## src/rtl/pipe_stage_reg.sv

```systemverilog
// Parametrised inter-stage pipeline register: DEPTH chained slots of {valid, ctrl, data}
// with global stall, entry-slot flush, full flush and a saturating bubble counter.
module pipe_stage_reg #(
  parameter int unsigned DATA_W     = 32,
  parameter int unsigned CTRL_W     = 16,
  parameter int unsigned DEPTH      = 1,
  parameter bit          CLEAR_DATA = 1'b1,
  parameter int unsigned CNT_W      = 16
) (
  input  logic              clk,
  input  logic              rst,
  input  logic              stall,
  input  logic              flush,
  input  logic              flush_all,
  input  logic              in_valid,
  input  logic [CTRL_W-1:0] in_ctrl,
  input  logic [DATA_W-1:0] in_data,
  output logic              out_valid,
  output logic [CTRL_W-1:0] out_ctrl,
  output logic [DATA_W-1:0] out_data,
  input  logic              cnt_clr,
  output logic [CNT_W-1:0]  bubble_cnt
);

  localparam logic [CNT_W-1:0] CNT_MAX = '1;
  localparam logic [CNT_W-1:0] CNT_ONE = CNT_W'(1);

  logic [DEPTH-1:0]             v_q, v_d;
  logic [DEPTH-1:0][CTRL_W-1:0] c_q, c_d;
  logic [DEPTH-1:0][DATA_W-1:0] d_q, d_d;
  logic [CNT_W-1:0]             cnt_q;

  // Slot update with precedence flush_all > flush (slot 0 only) > stall > shift.
  always_comb begin
    // NOTE: every combinational output is given a default first so no path leaves it
    // unassigned; otherwise synthesis infers a latch.
    v_d = v_q;
    c_d = c_q;
    d_d = d_q;
    if (flush_all) begin
      v_d = '0;
      c_d = '0;
      if (CLEAR_DATA) d_d = '0;
    end else begin
      if (!stall) begin
        for (int k = DEPTH - 1; k > 0; k--) begin
          v_d[k] = v_q[k-1];
          c_d[k] = c_q[k-1];
          d_d[k] = d_q[k-1];
        end
      end
      if (flush) begin
        v_d[0] = 1'b0;
        c_d[0] = '0;
        if (CLEAR_DATA) d_d[0] = '0;
      end else if (!stall) begin
        // An invalid input still enters as a bubble carrying its data, but never its ctrl.
        v_d[0] = in_valid;
        c_d[0] = in_valid ? in_ctrl : '0;
        d_d[0] = in_data;
      end
    end
  end

  // NOTE: the data slots are ordinary flops, so they are reset along with valid and
  // ctrl; a reset must leave out_data at 0 even when CLEAR_DATA=0.
  always_ff @(posedge clk or posedge rst) begin
    if (rst) begin
      // NOTE: sequential state uses non-blocking assignments so every flop samples
      // the pre-edge values regardless of statement order.
      v_q <= '0;
      c_q <= '0;
      d_q <= '0;
    end else begin
      v_q <= v_d;
      c_q <= c_d;
      d_q <= d_d;
    end
  end

  // Counts edges where the output slot was a bubble; clear wins, no wrap.
  always_ff @(posedge clk or posedge rst) begin
    if (rst) begin
      cnt_q <= '0;
    end else if (cnt_clr) begin
      cnt_q <= '0;
    end else if (!v_q[DEPTH-1] && (cnt_q != CNT_MAX)) begin
      cnt_q <= cnt_q + CNT_ONE;
    end
  end

  assign out_valid  = v_q[DEPTH-1];
  assign out_ctrl   = v_q[DEPTH-1] ? c_q[DEPTH-1] : '0;
  assign out_data   = d_q[DEPTH-1];
  assign bubble_cnt = cnt_q;

endmodule

```

## config.mk

```make
export PLATFORM = sky130hd
export DESIGN_NAME = pipe_stage_reg
export DESIGN_NICKNAME = d
export VERILOG_FILES = /design/src/rtl/pipe_stage_reg.sv
export SDC_FILE = /design/constraint.sdc
export NUM_CORES = 1
export LEC_CHECK = 0
export BUFFER_PORTS_ARGS = -buffer_cell sky130_fd_sc_hd__buf_2
export CAP_MARGIN = 20
export CORE_MARGIN = 2
export CORE_UTILIZATION = 50
export CTS_BUF_LIST = sky130_fd_sc_hd__clkbuf_4
export CTS_CLUSTER_SIZE = 14
export DETAILED_ROUTE_END_ITERATION = 12
export PLACE_DENSITY = 0.93
export SYNTH_ARGS = -nofsm -noshare
export SYNTH_HDL_FRONTEND = slang
export SYNTH_SLANG_ARGS = --single-unit
```

## constraint.sdc

```tcl
create_clock -name clk -period 5.05 [get_ports clk]
set_input_delay 0 -clock clk [delete_from_list [all_inputs] [get_ports clk]]
set_output_delay 0 -clock clk [all_outputs]
set_load 0.05 [all_outputs]
```

==> results_dict.tcl <==
set metrics [dict create \
    status "completed" \
    rr_endpoint "bubble_cnt[10]" \
    cts_tree "done" \
    synth.ff_latch_count 65 \
    ys_seq_area_share_pct 55.5 \
    crit_fanout 25 \
    start_util_pct 52.6 \
    grt_max_degree 66 \
    cts.repair.resized 0 \
    rrSetupSlack_ns 2.84 \
    use_met2_pct 44.8 \
    period_needed_ns 2.21 \
    gp_congestion 0.841 \
    crit_type "reg2reg" \
    clockBufferDepth 2 \
    h-tree-depth 3 \
    min_path_cells 2 \
    routed_wl_um 8050 \
    nets 488 \
    synth_top_family_by_area "simple AND/OR/NAND/NOR gates" \
    rsz0062_at_grt "no" \
    die-area_um2 6490 \
    track_usage_pct 26.2 \
    dp_hpwl_um 4610 \
    worstHoldEndpoint "bubble_cnt[8]" \
    cts.sinks 65 \
    placed_area_um2 3570 \
    fin_area_um2 4170 \
    syn_nets 322 \
    grt_antenna_before_repair 0 \
    yosys_warnings 0 \
    grt_pass1_vias 2748 \
    peakVddDrop_uv 157 \
    final-hold-violation-count 0 \
    synth_fa_ha_area_share_pct 0.427 \
    hold_path.startpoint "cnt_clr" \
    synth-simple-area-share_pct 18.0 \
    ys_async_sr_fraction_pct 100 \
    synth.distinct_cells 35 \
    busiest_layer "met2" \
    drive_gt1_share_pct 33.3 \
    cts-buffers-inserted 9 \
    r2r_cells 4 \
    vias 2700 \
    grt_overflow 0 \
    p_leak_nw 2.23 \
    synthMuxAreaShare_pct 14.0 \
    vias_per_cell 5.31 \
    antenna_cells 0 \
    wire_per_inst_um 15.9 \
    timing.rr.start "out_valid" \
    io_pins 120 \
    root_buffer "clkbuf_4" \
    max-slew-margin-rel_pct 30.0 \
    clk_pin_slew_ns 0.10 \
    hp-class "in2reg" \
    grt_pass1_wl_um 12900 \
    synth_edf_count 0 \
    synth_compound_area_share_pct 9.47 \
    synth_top_area_share_pct 55.5 \
    dr.first_iter.drc_count 136 \
    p_per_area_nw_per_um2 236 \
    design.core.area_um2 5570 \
    synth_ff_type "dfrtp_1" \
    yosysTopAreaCell "dfrtp_1" \
    rows 27 \
    dr.pass1.iters 4 \
    die_x_um 80.6 \
    synth_area_leaders "dfrtp_1 55%, mux2i_1 11%, nor2_1 5.2%" \
    yosysMostFrequentCell "dfrtp_1" \
    drv_slew 0 \
    arrival_ns 2.52 \
    cap_violations 0 \
    area_delta_synth_final_pct 42.0 \
    tightest_slew_ns 1.05 \
    fmax_mhz 453 \
    netlist_instances 266 \
    avgSynthCellArea_um2 11.0 \
    instances_no_fill 508 \
    placed_cells 443 \
    end_kind "register" \
    setup_tns_ns 0 \
    grt_use_met1_pct 31.8 \
    die_h_um 80.6 \
    detail-route-antenna-nets 0 \
    numPortBuffers 119 \
    startpoint_type "register" \
    worstPathRequired_ns 5.36 \
    clk_latency_ns 0.38 \
    finalCritPeriodShare_pct 43.8 \
    grt_util_met3_pct 6.29 \
    synth_xor_area_share_pct 0 \
    syn-cell-area_um2 2930 \
    nFillCells 374 \
    drcViolationCount 0 \
    synth_common_cells "65 x dfrtp_1, 41 x nor2_1, 33 x mux2i_1, 17 x and2_1, 16 x a22o_1" \
    setup_viol 0 \
    finalClockSkew_ns 0.00813 \
]
## repair_timing
action                                  CTS  global route
hold buffers                             49             0
hold endpoints to repair                113             0
buffers inserted                          0             0
endpoints found under the setup margin    0             0
## critical path: stages (launching register included)
cell     delay, ns
dfrtp_1       0.63
nor2b_1       0.34
or4b_1        0.56
or4_1         0.44
a21oi_1       0.17
## cell type report
type | count | area, um2 | share of cell area [%]
Sequential cell | 65 | 1630 | 39.1
Multi-Input combinational cell | 180 | 1230 | 29.4
Clock inverter | 5 | 23.8 | 0.571
Tap cell | 72 | 90.1 | 2.16
Timing Repair Buffer | 170 | 1100 | 26.4
Inverter | 6 | 22.5 | 0.541
Clock buffer | 10 | 75.1 | 1.80
## report_power, final
part           switching (mW)  internal, mW  leakage [nW]
Clock                   0.175        0.0986        0.0548
Sequential             0.0107         0.533         0.894
Combinational          0.0972        0.0684          1.28
## logic make-up (layout without fill, tap and decap cells)
logic type      after synthesis  after routing
buf+inv                      21            191
compound gates               37             37
fa+ha+maj                     1              1
flops                        65             65
simple gates                102            102
mux                          40             40
## cells in the final DEF (no fill, tap or decap), types with 2 or more instances in the layout
| cell type | count |
|---|---|
| a21oi_1 | 7 |
| mux2i_1 | 33 |
| inv_1 | 5 |
| a22o_1 | 16 |
| a2111oi_0 | 2 |
| buf_2 | 119 |
| nand2_1 | 10 |
| and2_1 | 17 |
| o41ai_1 | 2 |
| or3_1 | 3 |
| or4_1 | 4 |
| clkbuf_4 | 10 |
| nor2b_1 | 9 |
| clkinv_1 | 3 |
| nor4_1 | 5 |
| dfrtp_1 | 65 |
| nor2_1 | 41 |
| o31ai_1 | 2 |
| nand3_1 | 3 |
| or2_2 | 2 |
| dlygate4sd3_1 | 49 |
| mux2_2 | 7 |
| o21ai_0 | 3 |
| buf_4 | 2 |
## worst max-delay path by stage
stage | from | end | cells past startpoint
5_1_grt | out_valid | bubble_cnt[10] | 4
3_3_place_gp | out_valid | bubble_cnt[11] | 3
2_1_floorplan | bubble_cnt[0] | bubble_cnt[10] | 5
4_1_cts | out_valid | bubble_cnt[10] | 4
6_report | out_valid | bubble_cnt[10] | 4
3_5_place_dp | out_valid | bubble_cnt[10] | 4
## state kept, by name, indices dropped and copies added, names as in the netlist
register	flops
out_valid	1
out_data	32
c_q	16
bubble_cnt	16
## stage by stage
stage	worst slack (ns)	power [mW]	hold WS [ns]	utilization (%)
floorplan	2.76	0.641	0.133	-
finish	2.84	0.983	0.0473	74.7
global route	2.62	1.03	0.0550	74.7
CTS	2.85	0.986	0.0243	74.6
detailed placement	2.87	0.685	0.223	64.0
global placement	2.92	0.681	0.220	64.0
## routing by layer
layer / share of wire (%) / routed length (um)
met1: 42 / 3350
met5: 0 / 0
met4: 1.8 / 146
met3: 7.0 / 564
met2: 50 / 4000
Power figures use the tool's default switching activity.
